===== src/rtl/flap_pkg.sv =====
// Shared constants, field slices and state encoding for the flappy-bird autopilot.
// Geometry is in screen pixels; the game advances one step per 100 ms tick.
package flap_pkg;

    localparam int BIRD_X   = 40;
    localparam int BIRD_H   = 16;
    localparam int PIPE_W   = 50;
    localparam int SCREEN_W = 640;

    localparam int P_GAP_HI = 27;
    localparam int P_GAP_LO = 20;
    localparam int P_X_HI   = 19;
    localparam int P_X_LO   = 10;
    localparam int P_Y_HI   = 9;
    localparam int P_Y_LO   = 0;
    localparam int B_Y_HI   = 14;
    localparam int B_Y_LO   = 0;
    localparam int B_RISE   = 15;

    localparam logic [1:0] ST_RUN1  = 2'b00;
    localparam logic [1:0] ST_RUN2  = 2'b11;
    localparam logic [1:0] ST_RST_A = 2'b01;
    localparam logic [1:0] ST_RST_B = 2'b10;

    typedef enum logic [1:0] {
        AP_IDLE  = 2'd0,
        AP_TRACK = 2'd1,
        AP_FLAP  = 2'd2,
        AP_COOL  = 2'd3
    } ap_state_t;

    function automatic logic is_running(input logic [1:0] s);
        return (s == ST_RUN1) || (s == ST_RUN2);
    endfunction

endpackage


===== src/rtl/flap_target_sel.sv =====
// Picks the nearest pipe still ahead of the bird and returns its gap centre.
// Falls back to IDLE_TARGET with index 0 when nothing qualifies.
module flap_target_sel
    import flap_pkg::*;
#(
    parameter int IDLE_TARGET = 240
) (
    input  logic [31:0] pipe1,
    input  logic [31:0] pipe2,
    input  logic [31:0] pipe3,
    output logic [1:0]  target,
    output logic [10:0] tc
);

    logic [31:0] pw [3];
    logic        unused_bits;

    assign pw[0] = pipe1;
    assign pw[1] = pipe2;
    assign pw[2] = pipe3;

    assign unused_bits = ^{pipe1[31:28], pipe2[31:28], pipe3[31:28]};

    always_comb begin
        logic       found;
        logic [9:0] best;
        logic [9:0] xi;
        logic [9:0] yi;
        logic [7:0] gi;
        found  = 1'b0;
        best   = '0;
        target = 2'd0;
        tc     = 11'(IDLE_TARGET);
        for (int i = 0; i < 3; i++) begin
            xi = pw[i][P_X_HI:P_X_LO];
            yi = pw[i][P_Y_HI:P_Y_LO];
            gi = pw[i][P_GAP_HI:P_GAP_LO];
            // strict < keeps the lower index on equal x
            if ((({1'b0, xi} + 11'(PIPE_W)) >= 11'(BIRD_X)) &&
                (!found || (xi < best))) begin
                found  = 1'b1;
                best   = xi;
                target = 2'(i + 1);
                tc     = {1'b0, yi} + {4'b0, gi[7:1]};
            end
        end
    end

endmodule


===== src/rtl/flap_autopilot.sv =====
// Autopilot FSM: tracks the selected gap centre and issues rate-limited flaps.
// up is registered, so a flap decided at edge n appears at edge n+1.
module flap_autopilot
    import flap_pkg::*;
#(
    parameter int MARGIN      = 4,
    parameter int COOLDOWN    = 6,
    parameter int CEIL_MIN    = 30,
    parameter int IDLE_TARGET = 240
) (
    input  logic        clk_100ms,
    input  logic        rst,
    input  logic        enable,
    input  logic [1:0]  status,
    input  logic [15:0] bird_y,
    input  logic [31:0] pipe1,
    input  logic [31:0] pipe2,
    input  logic [31:0] pipe3,
    output logic        up,
    output logic [1:0]  target,
    output logic [15:0] flap_count
);

    ap_state_t   state;
    logic [7:0]  cool_cnt;
    logic [1:0]  sel;
    logic [10:0] tc;
    logic [15:0] by;
    logic [15:0] bc;
    logic [15:0] lim;
    logic        want_flap;
    logic        run;
    logic        unused_bits;

    flap_target_sel #(
        .IDLE_TARGET(IDLE_TARGET)
    ) u_sel (
        .pipe1 (pipe1),
        .pipe2 (pipe2),
        .pipe3 (pipe3),
        .target(sel),
        .tc    (tc)
    );

    assign unused_bits = bird_y[B_RISE];
    assign by          = {1'b0, bird_y[B_Y_HI:B_Y_LO]};
    assign bc          = by + 16'(BIRD_H / 2);
    assign lim         = {5'b0, tc} + 16'(MARGIN);
    assign want_flap   = (bc > lim) && (by >= 16'(CEIL_MIN));
    assign run         = enable && is_running(status);

    always_ff @(posedge clk_100ms or negedge rst) begin
        if (!rst) begin
            state      <= AP_IDLE;
            up         <= 1'b0;
            target     <= 2'd0;
            flap_count <= 16'd0;
            cool_cnt   <= 8'd0;
        end else begin
            target <= sel;
            if (!run) begin
                state    <= AP_IDLE;
                up       <= 1'b0;
                cool_cnt <= 8'd0;
            end else begin
                unique case (state)
                    AP_IDLE: begin
                        up       <= 1'b0;
                        cool_cnt <= 8'd0;
                        state    <= AP_TRACK;
                    end
                    AP_TRACK: begin
                        up <= 1'b0;
                        if (want_flap) state <= AP_FLAP;
                    end
                    AP_FLAP: begin
                        up         <= 1'b1;
                        flap_count <= flap_count + 16'd1;
                        cool_cnt   <= 8'(COOLDOWN);
                        state      <= (COOLDOWN == 0) ? AP_TRACK : AP_COOL;
                    end
                    AP_COOL: begin
                        up <= 1'b0;
                        if (cool_cnt != 8'd0) cool_cnt <= cool_cnt - 8'd1;
                        if (cool_cnt <= 8'd1) state <= AP_TRACK;
                    end
                    default: state <= AP_IDLE;
                endcase
            end
        end
    end

endmodule


===== config.mk =====
export PLATFORM = sky130hd
export DESIGN_NAME = flap_autopilot
export DESIGN_NICKNAME = d
export VERILOG_FILES = /design/src/rtl/flap_pkg.sv /design/src/rtl/flap_target_sel.sv /design/src/rtl/flap_autopilot.sv
export SDC_FILE = /design/constraint.sdc
export NUM_CORES = 1
export LEC_CHECK = 0
export ABC_AREA = 0
export CORE_MARGIN = 3
export CORE_UTILIZATION = 45
export CTS_CLUSTER_DIAMETER = 120
export DETAILED_ROUTE_END_ITERATION = 6
export PLACE_DENSITY = 0.83
export SLEW_MARGIN = 10
export SYNTH_ARGS = -nofsm -noshare
export SYNTH_HDL_FRONTEND = slang
export SYNTH_SLANG_ARGS = --single-unit

===== constraint.sdc =====
create_clock -name clk_100ms -period 4.05 [get_ports clk_100ms]
set_input_delay 0.81 -clock clk_100ms [delete_from_list [all_inputs] [get_ports clk_100ms]]
set_output_delay 0.81 -clock clk_100ms [all_outputs]
set_load 0.05 [all_outputs]

==> out/summary.log <==
INFO  status         run_status=complete, but fails checks
INFO  status         violations_in_the_final_reports=negative setup slack
INFO  yosys          synth.cell_area=0.00390mm2
INFO  global_routing grt.overflow.total=0
INFO  yosys          syn-instance-count=478
INFO  floorplan      core_region_area=0.00830mm2
INFO  yosys          average_cell_area_after_synthesis=8.16um2
INFO  final_layout   finalCoreUtilization=77.4%
INFO  global_routing first_global_vias=4,914
INFO  final_layout   share_of_post_route_cells_with_drive_strength_above_1=24.0%
INFO  worst_setup_path timing.critical_path.from_type=primary input
INFO  detailed_routing drc_errors=0
INFO  clock_tree     clkSinkCount=29
INFO  timing         finalSetupTns=-7730ps
INFO  detailed_routing drtIter0Drc=176
INFO  yosys          ys_warn_count=0
INFO  timing         fin_hold_ws=479ps
INFO  worst_setup_path crit_path_max_fanout=5
INFO  yosys          synthTopCellsByArea=sky130_fd_sc_hd__ha_1 (20%), sky130_fd_sc_hd__dfrtp_1 (19%), sky130_fd_sc_hd__xnor2_1 (7.9%), sky130_fd_sc_hd__xor2_1 (4.3%), sky130_fd_sc_hd__nand2_1 (3.9%)
INFO  yosys          synth-seq-cells=29
INFO  final_layout   insertedDiodeCount=0
INFO  yosys          synth_cell_types=55
INFO  floorplan      initial_core_util=47.0%
INFO  yosys          synth-seq-area-share=18.6%
INFO  floorplan      die-area=0.00983mm2
INFO  final_layout   layout.nets=903
INFO  yosys          synth-edff-count=0
INFO  timing         worst_slew_margin_rel=55.0%
INFO  worst_setup_path crit_slowest_cell=sky130_fd_sc_hd__or4b_4
INFO  timing         finalWorstPathRequiredPeriod=6950ps
INFO  clock_tree     clk_transition_reported_paths=70ps
INFO  run            maxCapViolCount=0
INFO  detailed_routing viasPerCell=5.74
INFO  final_layout   area_growth=64.6%
INFO  global_routing grt_start_max_net_pins=30
INFO  clock_tree     ctsHtreeMaxLevel=2
INFO  timing         report.final.slew_viol_count=0
INFO  timing         least_margin_pin_slew=668ps
INFO  timing         max_freq=144MHz
INFO  timing         finClkSkew=4.94ps
INFO  timing         finalSetupViolations=4
INFO  clock_tree     clockBufferDepth=2
INFO  power_and_ir_drop cellLeakagePower=2.93nW
INFO  clock_tree     tritoncts=built
INFO  timing         post-route-worst-setup-slack=-2900ps
INFO  global_routing grt_antenna_before_repair=0
INFO  place          place.port_buffers=119
INFO  worst_setup_path crit_path_max_incr_delay=570ps
INFO  detailed_routing first_pass_iters=5
INFO  clock_tree     holdBufCountCts=0
INFO  floorplan      die-height=99.1um
INFO  global_routing gr-usage-all-layers=27.5%
INFO  worst_setup_path criticalPathCategory=in -> reg
INFO  detailed_routing drt_wl_total=13,500um
INFO  clock_tree     tritoncts.num_buffers=5
INFO  timing         hold_viol_final=0
INFO  worst_setup_path crit_arrival=7130ps
INFO  clock_tree     buffer_type_at_the_clock_tree_root=sky130_fd_sc_hd__clkbuf_8
INFO  yosys          synth_fp_nets=661
INFO  global_routing global_route_wire_length_before_repair=22,600um
INFO  detailed_routing num_vias=4,739
INFO  worst_setup_path critPathBufInv=2
INFO  floorplan      ioPinCount=136
INFO  detailed_routing dr_wl_cell=16.4um
INFO  clock_tree     clk_latency=290ps
INFO  detailed_routing antenna_left=0
INFO  power_and_ir_drop power.density=251mW/mm2
INFO  worst_setup_path path_common_cell=sky130_fd_sc_hd__o21a_1
INFO  worst_setup_path kind_of_end_point_of_the_critical_path=flop
INFO  place          gpl.final_weighted_congestion=0.896
INFO  worst_setup_path crit_required=4240ps
INFO  timing         rsz0062_at_grt=yes
INFO  yosys          synth_largest_type_area_fraction=20.2%
INFO  worst_setup_path worst_path_dominant_cell_family=compound AO/OA/AOI/OAI gates
INFO  yosys          async_flop_share=100%
INFO  floorplan      die-width=99.1um
INFO  yosys          synth_flop_cell=sky130_fd_sc_hd__dfrtp_1
INFO  floorplan      placement_rows=33
INFO  final_layout   n_fill_cell=548
INFO  yosys          yosysTopAreaCell=sky130_fd_sc_hd__ha_1
INFO  place          hpwlAfterDp=10,800um
INFO  power_and_ir_drop peakVddDrop=0.000167V
INFO  min_path       min_path_type=reg -> reg
INFO  timing         crit_share_post_route=171%
cells in the mapped netlist (6+ instances only):
library cell	number
sky130_fd_sc_hd__ha_1	63
sky130_fd_sc_hd__a21o_1	10
sky130_fd_sc_hd__o21bai_1	8
sky130_fd_sc_hd__nand2_1	41
sky130_fd_sc_hd__nor2_1	39
sky130_fd_sc_hd__and3_1	11
sky130_fd_sc_hd__a21oi_1	30
sky130_fd_sc_hd__dfrtp_1	29
sky130_fd_sc_hd__inv_1	20
sky130_fd_sc_hd__nor2b_1	9
sky130_fd_sc_hd__xnor2_1	35
sky130_fd_sc_hd__nand4_1	7
sky130_fd_sc_hd__nand3_1	23
sky130_fd_sc_hd__o21ai_0	21
sky130_fd_sc_hd__nor3_1	15
sky130_fd_sc_hd__nor4b_1	6
sky130_fd_sc_hd__xor2_1	19
sky130_fd_sc_hd__o21a_1	10
cells by family after synthesis:
kind of cell / count (synthesis) / share of synthesized area (%)
compound gates: 122 / 21.0
xor+xnor: 54 / 12.1
fa+ha+maj: 66 / 21.7
buf+inv: 29 / 2.92
flops: 29 / 18.6
mux: 6 / 1.57
other cells: 1 / 0.0961
simple gates: 171 / 22.0
repair_timing:
item / CTS / global route
pin swaps: 27 / 24
setup buffers: 15 / 0
cloned: 3 / 0
endpoints found under the setup margin: 4 / 4
gates resized for setup: 39 / 16
metal layers:
| layer | vias to the layer above | global-route usage (%) | wire (um) |
|---|---|---|---|
| li1 | 2255 | - | - |
| met2 | 207 | 50.9 | 6900 |
| met5 | - | 0 | 0 |
| met3 | 48 | 3.51 | 770 |
| met1 | 2229 | 32.4 | 5350 |
| met4 | 0 | 9.77 | 512 |
worst reg2reg max path, stage by stage, from the launching register on:
cell and delay [ps]:
sky130_fd_sc_hd__dfrtp_1 410, sky130_fd_sc_hd__or3_1 430, sky130_fd_sc_hd__or3_1 360, sky130_fd_sc_hd__o2bb2ai_1 350
sky130_fd_sc_hd__nor2b_1 410, sky130_fd_sc_hd__nor4_1 170, sky130_fd_sc_hd__nand2_1 120, sky130_fd_sc_hd__xor2_1 140
sky130_fd_sc_hd__nor2_1 60
where the power goes:
group / internal, W / total [W] / switching [W]
combinational: 0.000546 / 0.00105 / 0.000507
clock: 0.000118 / 0.000234 / 0.000116
sequential: 0.000308 / 0.000326 / 0.0000179
sequential cells by signal (all words and copies together) (netlist names):
register / flops
state: 2
cool_cnt: 8
up: 1
target: 2
flap_count: 16
final timing paths:
kind                                     start              to  slack, ps  depth (start not counted)
worst max register to register     cool_cnt[4]     cool_cnt[7]       1480                          8
worst min register to register  flap_count[15]  flap_count[15]        480                          1
worst max-delay path                 pipe1[11]        state[1]      -2900                         34
max in group asynchronous                  rst   flap_count[5]       2860                          2
min in group asynchronous                  rst   flap_count[1]        920                          2
worst min-delay path            flap_count[15]  flap_count[15]        480                          1
through the flow:
step	cell area, um2	cells	power (W)	setup slack (ps)
3_3_place_gp	6070	800	0.00125	-3730
3_5_place_dp	6070	800	0.00129	-4020
2_1_floorplan	4020	478	0.000866	-3150
5_1_grt	6420	826	0.00172	-3170
6_report	6420	826	0.00161	-2900
4_1_cts	6380	826	0.00158	-2730
layout make-up:
| cell class | count | area, um2 | area share (%) |
|---|---|---|---|
| Clock inverter | 3 | 17.5 | 0.273 |
| Sequential cell | 29 | 726 | 11.3 |
| Clock buffer | 5 | 68.8 | 1.07 |
| Inverter | 21 | 78.8 | 1.23 |
| Timing Repair Buffer | 240 | 2090 | 32.6 |
| Tap cell | 105 | 131 | 2.05 |
| Multi-Input combinational cell | 423 | 3310 | 51.5 |
cells in the final DEF, fill, tap and decap left out, types with 10 or more instances in the layout:
master | netlist | layout
sky130_fd_sc_hd__nor2_1 | 39 | 34
sky130_fd_sc_hd__dfrtp_1 | 29 | 29
sky130_fd_sc_hd__nand3_1 | 23 | 23
sky130_fd_sc_hd__o21ai_0 | 21 | 17
sky130_fd_sc_hd__and3_1 | 11 | 11
sky130_fd_sc_hd__buf_4 | 0 | 121
sky130_fd_sc_hd__ha_1 | 63 | 58
sky130_fd_sc_hd__clkdlybuf4s50_1 | 0 | 111
sky130_fd_sc_hd__a21oi_1 | 30 | 28
sky130_fd_sc_hd__inv_1 | 20 | 20
sky130_fd_sc_hd__xor2_1 | 19 | 19
sky130_fd_sc_hd__nor3_1 | 15 | 13
sky130_fd_sc_hd__nand2_1 | 41 | 36
sky130_fd_sc_hd__xnor2_1 | 35 | 35
sky130_fd_sc_hd__a21o_1 | 10 | 10
Power figures use the tool's default switching activity.
